--- src/rtl/seg_pkg.sv ---
// Shared types and constants for the seven-segment message scroller.
//   char_t   : 6-bit character code stored in the message buffer
//   state_t  : playback FSM states
//   SEG_*    : segment patterns, bit 0 = a ... bit 6 = g
package seg_pkg;

    localparam int unsigned CODE_W = 6;
    localparam int unsigned SEG_W  = 7;

    typedef logic [CODE_W-1:0] char_t;

    typedef enum logic [1:0] {
        ST_IDLE,
        ST_SHOW,
        ST_GAP,
        ST_DONE
    } state_t;

    localparam logic [SEG_W-1:0] SEG_BLANK = 7'b0000000;
    localparam logic [SEG_W-1:0] SEG_DASH  = 7'b1000000;

endpackage

--- src/rtl/seg7_font.sv ---
// Character code to seven-segment pattern decoder (pure combinational).
//   code    : 6-bit character code (0-15 hex, 16-41 letters, 42-63 dash)
//   pattern : segments g..a in bits 6..0, active high
module seg7_font
    import seg_pkg::*;
(
    input  char_t              code,
    output logic [SEG_W-1:0]   pattern
);

    always_comb begin
        pattern = SEG_DASH;
        case (code)
            6'd0:  pattern = 7'h3F;  // 0
            6'd1:  pattern = 7'h06;  // 1
            6'd2:  pattern = 7'h5B;  // 2
            6'd3:  pattern = 7'h4F;  // 3
            6'd4:  pattern = 7'h66;  // 4
            6'd5:  pattern = 7'h6D;  // 5
            6'd6:  pattern = 7'h7D;  // 6
            6'd7:  pattern = 7'h07;  // 7
            6'd8:  pattern = 7'h7F;  // 8
            6'd9:  pattern = 7'h6F;  // 9
            6'd10: pattern = 7'h77;  // A
            6'd11: pattern = 7'h7C;  // b
            6'd12: pattern = 7'h39;  // C
            6'd13: pattern = 7'h5E;  // d
            6'd14: pattern = 7'h79;  // E
            6'd15: pattern = 7'h71;  // F
            6'd16: pattern = 7'h77;  // A
            6'd17: pattern = 7'h7C;  // b
            6'd18: pattern = 7'h39;  // C
            6'd19: pattern = 7'h58;  // c
            6'd20: pattern = 7'h5E;  // d
            6'd21: pattern = 7'h79;  // E
            6'd22: pattern = 7'h71;  // F
            6'd23: pattern = 7'h6F;  // g
            6'd24: pattern = 7'h76;  // H
            6'd25: pattern = 7'h74;  // h
            6'd26: pattern = 7'h30;  // I
            6'd27: pattern = 7'h10;  // i
            6'd28: pattern = 7'h1E;  // J
            6'd29: pattern = 7'h38;  // L
            6'd30: pattern = 7'h54;  // n
            6'd31: pattern = 7'h3F;  // O
            6'd32: pattern = 7'h5C;  // o
            6'd33: pattern = 7'h73;  // P
            6'd34: pattern = 7'h67;  // q
            6'd35: pattern = 7'h50;  // r
            6'd36: pattern = 7'h6D;  // S
            6'd37: pattern = 7'h78;  // t
            6'd38: pattern = 7'h3E;  // U
            6'd39: pattern = 7'h1C;  // u
            6'd40: pattern = 7'h6E;  // y
            6'd41: pattern = 7'h63;  // degree
            default: pattern = SEG_DASH;
        endcase
    end

endmodule

--- src/rtl/seg_scroller.sv ---
// Plays a stored message one character at a time on a seven-segment digit.
//   clk_2, reset          : clock, synchronous active-high reset
//   wr_en/wr_addr/wr_data : message buffer write port (usable at any time)
//   len, loop             : message length (latched at start), repeat enable
//   start, stop, hold     : begin playback, abort, freeze timing
//   SEG                   : {dp, g..a}; dp lights on the last character
//   busy, done, char_idx  : playing, one-cycle end pulse, current index
module seg_scroller
    import seg_pkg::*;
#(
    parameter int unsigned MAX_LEN = 16,
    parameter int unsigned DWELL   = 4,
    parameter int unsigned GAP     = 1
) (
    input  logic        clk_2,
    input  logic        reset,
    input  logic        wr_en,
    input  logic [3:0]  wr_addr,
    input  logic [5:0]  wr_data,
    input  logic [4:0]  len,
    input  logic        loop,
    input  logic        start,
    input  logic        stop,
    input  logic        hold,
    output logic [7:0]  SEG,
    output logic        busy,
    output logic        done,
    output logic [3:0]  char_idx
);

    localparam int unsigned CNT_MAX = (DWELL > GAP) ? DWELL : GAP;
    localparam int unsigned CNT_W   = $clog2(CNT_MAX) + 1;

    char_t              buffer [MAX_LEN];
    state_t             state;
    logic [3:0]         idx;
    logic [CNT_W-1:0]   cnt;
    logic [4:0]         len_q;
    logic               last;
    logic [SEG_W-1:0]   pattern;

    assign last = ({1'b0, idx} == (len_q - 5'd1));

    // Buffer is deliberately outside reset so a message survives it.
    always_ff @(posedge clk_2) begin
        if (!reset && wr_en && (32'(wr_addr) < MAX_LEN)) begin
            buffer[wr_addr] <= wr_data;
        end
    end

    // Playback FSM: stop beats hold/start/expiry; hold freezes SHOW and GAP.
    always_ff @(posedge clk_2) begin
        if (reset) begin
            state <= ST_IDLE;
            idx   <= 4'd0;
            cnt   <= '0;
            len_q <= 5'd0;
        end else if (stop) begin
            state <= ST_IDLE;
            idx   <= 4'd0;
            cnt   <= '0;
        end else begin
            case (state)
                ST_IDLE: begin
                    if (start && (len != 5'd0)) begin
                        state <= ST_SHOW;
                        idx   <= 4'd0;
                        cnt   <= '0;
                        len_q <= len;
                    end
                end
                ST_SHOW: begin
                    if (!hold) begin
                        if (cnt == CNT_W'(DWELL - 1)) begin
                            state <= ST_GAP;
                            cnt   <= '0;
                        end else begin
                            cnt <= cnt + CNT_W'(1);
                        end
                    end
                end
                ST_GAP: begin
                    if (!hold) begin
                        if (cnt == CNT_W'(GAP - 1)) begin
                            cnt <= '0;
                            if (!last) begin
                                state <= ST_SHOW;
                                idx   <= idx + 4'd1;
                            end else if (loop) begin
                                state <= ST_SHOW;
                                idx   <= 4'd0;
                            end else begin
                                state <= ST_DONE;
                            end
                        end else begin
                            cnt <= cnt + CNT_W'(1);
                        end
                    end
                end
                ST_DONE: begin
                    state <= ST_IDLE;
                    idx   <= 4'd0;
                end
                default: state <= ST_IDLE;
            endcase
        end
    end

    seg7_font u_font (
        .code    (buffer[idx]),
        .pattern (pattern)
    );

    // Outputs follow registered state directly so buffer writes show next cycle.
    assign SEG      = (state == ST_SHOW) ? {last, pattern} : {1'b0, SEG_BLANK};
    assign busy     = (state == ST_SHOW) || (state == ST_GAP);
    assign done     = (state == ST_DONE);
    assign char_idx = idx;

endmodule
--- config.mk ---
export PLATFORM = sky130hd
export DESIGN_NAME = seg_scroller
export DESIGN_NICKNAME = d
export VERILOG_FILES = /design/src/rtl/seg_pkg.sv /design/src/rtl/seg7_font.sv /design/src/rtl/seg_scroller.sv
export SDC_FILE = /design/constraint.sdc
export NUM_CORES = 1
export LEC_CHECK = 0
export BUFFER_PORTS_ARGS = -buffer_cell sky130_fd_sc_hd__buf_4
export CAP_MARGIN = 20
export CELL_PAD_IN_SITES_DETAIL_PLACEMENT = 1
export CELL_PAD_IN_SITES_GLOBAL_PLACEMENT = 1
export CORE_MARGIN = 4
export CORE_UTILIZATION = 40
export DETAILED_ROUTE_END_ITERATION = 12
export PLACE_DENSITY = 0.77
export SYNTH_ARGS = -nofsm -noshare
export SYNTH_HDL_FRONTEND = slang
export SYNTH_SLANG_ARGS = --single-unit
--- constraint.sdc ---
create_clock -name clk_2 -period 3.3 [get_ports clk_2]
set_input_delay 0.33 -clock clk_2 [delete_from_list [all_inputs] [get_ports clk_2]]
set_output_delay 0.33 -clock clk_2 [all_outputs]
set_load 0.05 [all_outputs]
Word-level counts from Yosys, hierarchy flattened
Memory sizes are Yosys's and may differ from the RTL's. A register that Yosys moved wholly into a read port is not among the register bits.
Cells that the tools add are included.
{"block": "word_totals", "regBits": 14, "ram_bits": 96, "romBits": 448, "in_bits": 22, "out_inout_bits": 14, "wordCells": 60, "memories": 2}
{"block": "classes", "add_sub_neg": 3, "eq_ne": 11, "muxes": 25, "n_bitwise": 1, "n_reduce_logical": 14}
{"name": "(no name shown)", "words": 64, "width": 7, "rd": 1, "rd_clocked_by_memory_dff": 0, "wr": 0, "line": "seg7_font.sv:13", "text": "case (code)"}
{"name": "buffer", "words": 16, "width": 6, "rd": 1, "rd_clocked_by_memory_dff": 1, "wr": 1, "line": "seg_scroller.sv:34", "text": "char_t buffer [MAX_LEN];"}
{"operator": "$mux W4", "count": 7}
{"operator": "$mux W3", "count": 5}
{"operator": "$mux W2", "count": 7}
{"operator": "$pmux W4 S3", "count": 1}
{"operator": "$ne A2 B2 Y1 const B", "count": 5}
{"operator": "$reduce_and A5 Y1", "count": 2}
{"operator": "$pmux W3 S3", "count": 1}
{"operator": "$mux W8", "count": 1}
{"operator": "$pmux W2 S4", "count": 1}
{"operator": "$reduce_bool A3 Y1", "count": 2}
{"operator": "$eq A4 B5 Y1", "count": 1}
{"operator": "$reduce_bool A5 Y1", "count": 1}
{"operator": "$sub A5 B1 Y5 const B", "count": 1}
{"operator": "$add A4 B1 Y4 const B", "count": 1}
{"operator": "$eq A2 B2 Y1 const B", "count": 2}
{"operator": "$reduce_and A4 Y1", "count": 1}
{"operator": "$add A3 B1 Y3 const B", "count": 1}
{"operator": "$eq A3 B2 Y1 const B", "count": 1}
{"operator": "$logic_not A3 Y1", "count": 1}
{"operator": "$ne A3 B3 Y1 const B", "count": 1}
{"operator": "$reduce_and A3 Y1", "count": 1}
{"operator": "$eq A2 B1 Y1 const B", "count": 1}
{"operator": "$logic_and A1 B1 Y1", "count": 2}
{"operator": "$logic_not A2 Y1", "count": 1}
{"operator": "other kinds (5)", "count": 6}

Depth between registers and ports, before layout
Gate-level depths: netlist of run 1.
{"block": "depth", "ltp_word": 8, "mapped_depth": 14, "ltp_nobuf": 11}

Hierarchy
From an unflattened synthesis of run 1, not the netlist that was laid out.
{"block": "unflattened", "cells_unflattened": 385, "hier_area_um2": 5547.8}
{"module": "seg_scroller", "n_inst": 1, "cells_each": 292, "area_per_inst_um2": 4899.7, "seq_area_each_um2": 3243.1}
{"module": "seg7_font", "n_inst": 1, "cells_each": 93, "area_per_inst_um2": 648.1, "seq_area_each_um2": 0.0}

Worst setup path after synthesis of run 1
OpenSTA, ideal clock, no wires.
{"block": "synth_path", "path_type": "reg-to-output", "start": "register with a tool-made name", "end": "output SEG[4]", "arrival_ns": 3.536, "required_time_ns": 2.970, "path_slack_ns": -0.566, "path_stages_with_launch": 14, "path_buffers": 3, "path_cell_list": "dfxtp_1 -> buf_6 -> buf_6 -> mux4_2 -> nand2_1 -> and4_1 -> inv_1 -> ha_1 -> buf_1 -> nand2b_1 -> o22ai_1 -> nand2_1 -> o21ai_1 -> o31ai_1"}
{"element": "to (decl)", "line": "seg_scroller.sv:25", "text": "output logic [7:0] SEG,"}

==> metrics.csv, run 1 <==
metric,value,unit
core_area,0.0138,sq mm
vias,3799,
die_y,127,um
finalHoldViolations,0,
final_common_cell,edfxtp_1,
synth-edff-count,96,
grt_pass1_wl,23.4,mm
status,"finished, violations left",
critPathCaptureType,primary output,
async_reset_ff_frac,0,
clkLatencyLatePin,0.41,ns
stdcell_count,676,
num_rows,43,
power.leakage,2.44,nW
peakVddDrop,401,uV
fin_nets,522,
finalWeightedCongestion,0.866,
criticalPathCategory,reg2out,
ys_warn_count,0,
start_kind,flip-flop,
max_slew_margin,0.495,
io_buffers,35,
ant_nets,0,
grt_use_total,0.189,
syn_inst,412,
gr-total-overflow,0,
violations,negative setup slack,
cts_tree,done,
die_area,0.0161,sq mm
antennaDiodeCount,0,
path_cells,buf_12 > mux4_2 > a22oi_2 > nand3_2 > inv_4 > ha_4 > inv_2 > nor2_2 > o2bb2ai_2 > o21ai_1 > a211o_1 > o221ai_2 > buf_6,
dr.first_iter.drc_count,229,
power_density,495,mW/mm^2
netlist_area,0.00565,sq mm
slowest_stage,mux4_2,
cts-root-buf,clkbuf_16,
max_stage_delay,0.51,ns
period_share,1.02,
yosysTopAreaCell,edfxtp_1,
syn2layout_area_growth,27.1,%
dr.pass1.iters,4,
clkSlewWorstSetupHoldPaths,0.06,ns
synth_seq_area_share,0.574,
cts_sinks,114,
mostFrequentLayoutCells,"edfxtp_1, buf_4, nor2_1",
maxCapViolations,0,
reg2reg_slack,0.68,ns
final_max_slew_viol_count,0,
worstMarginPinSlew,0.755,ns
drive_above_1_share,0.367,
antenna_found_initial,0,
io_pins,36,
wirelength,14.6,mm
dp_cells,628,
hold_path.class,in2reg,
synth_cell_type_count,65,
grt_pass1_vias,4169,
synth_ff_type,edfxtp_1,
max_freq,0.298,GHz
synth_fp_nets,451,
ys_ff_latch,114,
cp.arrival,3.03,ns
fillers,1349,
rsz0062_at_grt,true,
die_w,127,um
post_drt_wl_per_cell,21.6,um
initial_core_util,0.408,
crit_family,compound AO/OA/AOI/OAI gates,
drc_errors,0,
path_max_fanout,8,
skew,0.00825,ns
grt_max_degree,25,
critPathBufInv,4,
cts_buffers,17,
avgSynthCellArea,13.7,sq um
place_ws,0.158,ns
yosysTopAreaCellShare,0.511,
setup_ws,-0.0560,ns
crit_required,2.97,ns
setup_viol,4,
synthTopCellsByArea,"edfxtp_1, mux4_2, dfxtp_1",
cts_max_level,4,
period_minus_slack,3.36,ns
clockBufferDepth,2,
tns,-0.0976,ns
place_hpwl,9.70,mm
viasPerCell,5.62,
## power breakdown
group | leakage, nW | internal, mW | switching [mW]
clock network | 0.265 | 1.11 | 0.658
registers | 1.01 | 1.58 | 0.00889
logic | 1.16 | 0.0764 | 0.120
total | 2.44 | 2.77 | 0.787
## cell type report
cell class,instances,area (sq um),share of cell area
Inverter,20,82.6,0.0115
Clock buffer,17,425,0.0593
Multi-Input combinational cell,259,2410,0.336
Clock inverter,15,161,0.0225
Sequential cell,114,3250,0.453
Timing Repair Buffer,71,623,0.0869
Tap cell,180,225,0.0314
## final timing paths
check                           cells after the start       from        end
worst max-delay path                               13  flip-flop     SEG[0]
worst min-delay path                                3     len[1]   len_q[1]
worst max register to register                      9   len_q[0]  flip-flop
worst min register to register                      2     cnt[0]     cnt[0]
## registers in the layout, summed over array words and instances, names as in the netlist, named ones only
register	cells
cnt	3
char_idx	4
buffer	96
state	2
len_q	5
## repair_timing
item / in CTS / in global routing
endpoints found under the setup margin: 7 / 7
pin swaps: 9 / 4
gates cloned: 1 / 0
resized for setup: 48 / 13
hold buffers: 0 / 0
buffers inserted: 12 / 3
endpoints found under the hold margin: 0 / 0
## synth_stat cells, drive strengths merged, types with 5 or more instances
cell    count
edfxtp     96
nor2       38
nand2      27
mux4       25
inv        20
dfxtp      18
ha         17
mux2i      16
nand3      15
buf        13
o21ai      13
nor3       12
a21oi       8
clkbuf      6
nand2b      6
and3        5
xnor2       5
## logic make-up after synthesis
| group | count (synthesis) | share of synthesized area |
|---|---|---|
| simple gates | 123 | 0.109 |
| flops | 114 | 0.574 |
| compound gates | 69 | 0.0897 |
| mux | 45 | 0.145 |
| buf+inv | 39 | 0.0363 |
| fa+ha+maj | 17 | 0.0377 |
| xor+xnor | 5 | 0.00776 |
## worst reg2reg max path, cell delays in order (launching register included)
cell      delay [ns]
dfxtp_1         0.40
inv_1           0.07
ha_1            0.21
and2_1          0.18
a211oi_1        0.27
o31ai_1         0.13
buf_4           0.16
a41oi_1         0.59
nor2_1          0.17
a211o_1         0.31
## stage by stage
| stage | hold WS, ns | total power, mW | util | cell area [sq um] |
|---|---|---|---|---|
| final | 0.165 | 3.55 | 0.519 | 7170 |
| after detailed placement | 0.489 | 1.80 | 0.450 | 6220 |
| after CTS | 0.153 | 3.58 | 0.514 | 7110 |
| after floorplan | 0.429 | 1.72 | - | 5690 |
| after global routing | 0.181 | 3.68 | 0.519 | 7170 |
| after global placement | 0.462 | 1.79 | 0.450 | 6220 |
## per-layer routing
layer  part of all wire  GRT usage  vias to the layer above
met5                  0          0                        -
met3              0.045     0.0324                       22
met4              0.015     0.0599                        0
met2               0.53      0.329                       98
li1                   -          -                     1741
met1               0.41      0.241                     1938
(Power assumes the default switching activity.)
==> run 2, diff against run 1 <==
BUFFER_PORTS_ARGS = -buffer_cell sky130_fd_sc_hd__buf_2   (was -buffer_cell sky130_fd_sc_hd__buf_4)
==> run 2 against run 1 <==
Compared with the run above: the run still ends with negative setup slack left; clock power about the same; sequential power is essentially flat; largest power group unchanged; die area did not move; worst setup slack improved by 0.0077 ns; global-route usage is 1.1 points higher; utilization up 0.14 points; critical path type unchanged.
==> metrics.csv, run 2 (synthesis results as in run 1) <==
metric,value,unit,change
status,"finished, violations left",,unchanged
violations,negative setup slack,,unchanged
die_area,0.0161,sq mm,unchanged
final_max_slew_viol_count,0,,unchanged
drive_above_1_share,0.370,,was 0.367
antenna_found_initial,0,,unchanged
cts_tree,done,,unchanged
wirelength,15.5,mm,was 14.6 mm
antennaDiodeCount,0,,unchanged
place_hpwl,9.74,mm,was 9.70 mm
cp.arrival,3.02,ns,was 3.03 ns
peakVddDrop,431,uV,was 401 uV
rsz0062_at_grt,true,,unchanged
die_w,127,um,unchanged
grt_pass1_vias,4210,,was 4169
post_drt_wl_per_cell,22.8,um,was 21.6 um
p_total,3.58,mW,was 3.55 mW
io_buffers,35,,unchanged
rr_startpoint,len_q[0],,unchanged
finalWeightedCongestion,0.883,,was 0.866
cts_sinks,114,,unchanged
final_common_cell,edfxtp_1,,unchanged
cts_buffers,17,,unchanged
slowest_stage,mux4_2,,unchanged
largest_register_ffs,96,,unchanged
ant_nets,0,,unchanged
die_y,127,um,unchanged
cts_max_level,4,,unchanged
drc_errors,0,,unchanged
viasPerCell,5.67,,was 5.62
num_rows,43,,unchanged
finalHoldViolations,0,,unchanged
io_pins,36,,unchanged
crit_required,2.97,ns,about the same
setup_viol,5,,was 4
fin_nets,526,,was 522
period_minus_slack,3.35,ns,was 3.36 ns
initial_core_util,0.408,,unchanged
vias,3858,,was 3799
place_area,0.00613,sq mm,was 0.00622 sq mm
critPathCaptureType,primary output,,unchanged
clockBufferDepth,2,,unchanged
max_slew_margin,0.500,,was 0.495
hold_path.class,in2reg,,unchanged
setup_ws,-0.0483,ns,was -0.0560 ns
cts-root-buf,clkbuf_16,,unchanged
core_area,0.0138,sq mm,unchanged
dr.pass1.iters,4,,unchanged
final_cell_area,0.00719,sq mm,was 0.00717 sq mm
mostFrequentLayoutCells,"edfxtp_1, nor2_1, buf_4",,"was edfxtp_1, buf_4, nor2_1"
grt_max_degree,21,,was 25
syn2layout_area_growth,27.4,%,was 27.1%
tns,-0.157,ns,was -0.0976 ns
grt_use_total,0.200,,was 0.189
worstMarginPinSlew,0.740,ns,was 0.755 ns
gr-total-overflow,0,,unchanged
period_share,1.01,,was 1.02
skew,0.00635,ns,was 0.00825 ns
min_from,len[3],,was len[1]
path_cells,buf_12 > mux4_2 > nand2_2 > and4_4 > buf_6 > ha_4 > inv_4 > nor2_4 > o2bb2ai_2 > nor3_2 > o21ai_1 > o211ai_1 > buf_4,,was buf_12 > mux4_2 > a22oi_2 > nand3_2 > inv_4 > ha_4 > inv_2 > nor2_2 > o2bb2ai_2 > o21ai_1 > a211o_1 > o221ai_2 > buf_6
max_freq,0.299,GHz,was 0.298 GHz
start_kind,flip-flop,,unchanged
clkLatencyLatePin,0.41,ns,about the same
grt_pass1_wl,24.4,mm,was 23.4 mm
power_density,497,mW/mm^2,was 495 mW/mm^2
regMostFlops,buffer,,unchanged
dr.first_iter.drc_count,313,,was 229
maxCapViolations,0,,unchanged
power.leakage,2.47,nW,was 2.44 nW
max_stage_delay,0.52,ns,was 0.51 ns
clkSlewWorstSetupHoldPaths,0.06,ns,about the same
criticalPathCategory,reg2out,,unchanged
path_max_fanout,8,,unchanged
[run 2: metrics by stage]
stage                     hold slack (ns)  setup slack (ns)  utilization  std cells
after floorplan                     0.429            -0.103            -        412
after global placement              0.462            0.0962        0.443        627
after detailed placement            0.482            0.0750        0.443        627
after CTS                           0.161           -0.0556        0.516        678
after global routing                0.184            -0.171        0.520        680
final                               0.174           -0.0483        0.520        680
[run 2: worst paths after layout]
kind | endpoint | slack, ns | depth (start not counted)
worst max-delay path | SEG[2] | -0.05 | 13
worst max register to register | flip-flop | 0.59 | 8
worst min register to register | cnt[1] | 0.49 | 2
worst min-delay path | len_q[3] | 0.17 | 3
[run 2: per-layer routing]
layer | up-vias | share of wire | GRT usage | wire length [um]
li1 | 1756 | - | - | -
met1 | 1993 | 0.42 | 0.250 | 6540
met2 | 86 | 0.52 | 0.349 | 8020
met3 | 23 | 0.040 | 0.0455 | 619
met4 | 0 | 0.018 | 0.0555 | 286
met5 | - | 0 | 0 | 0
[run 2: what timing repair did]
| action | CTS | global route |
|---|---|---|
| gates cloned | 2 | 0 |
| setup buffers | 17 | 2 |
| hold buffers | 0 | 0 |
| endpoints found under the setup margin | 7 | 7 |
| gates resized for setup | 61 | 8 |
| pin swaps | 16 | 7 |
[run 2: layout make-up]
cell class,count,area (sq um)
multi-input combinational,259,2430
inverter,20,85.1
sequential,114,3250
clock buffer,17,425
timing repair buffer,75,612
clock inverter,15,164
tap,180,225
fill,1351,6630
[run 2: worst max-delay path: cells and delay by family, from the launching register on]
| family | cells | cell delay (ns) |
|---|---|---|
| flip-flops | 1 | 0.40 |
| buffers and inverters | 4 | 0.57 |
| AO/OA/AOI/OAI | 3 | 0.30 |
| AND/OR/NAND/NOR | 4 | 0.59 |
| multiplexers | 1 | 0.52 |
| adder cells (fa/ha/maj) | 1 | 0.21 |
[run 2: power by group]
group / internal (mW) / total [mW] / switching, mW
sequential: 1.58 / 1.59 / 0.00942
combinational: 0.0674 / 0.189 / 0.122
clock: 1.11 / 1.80 / 0.683
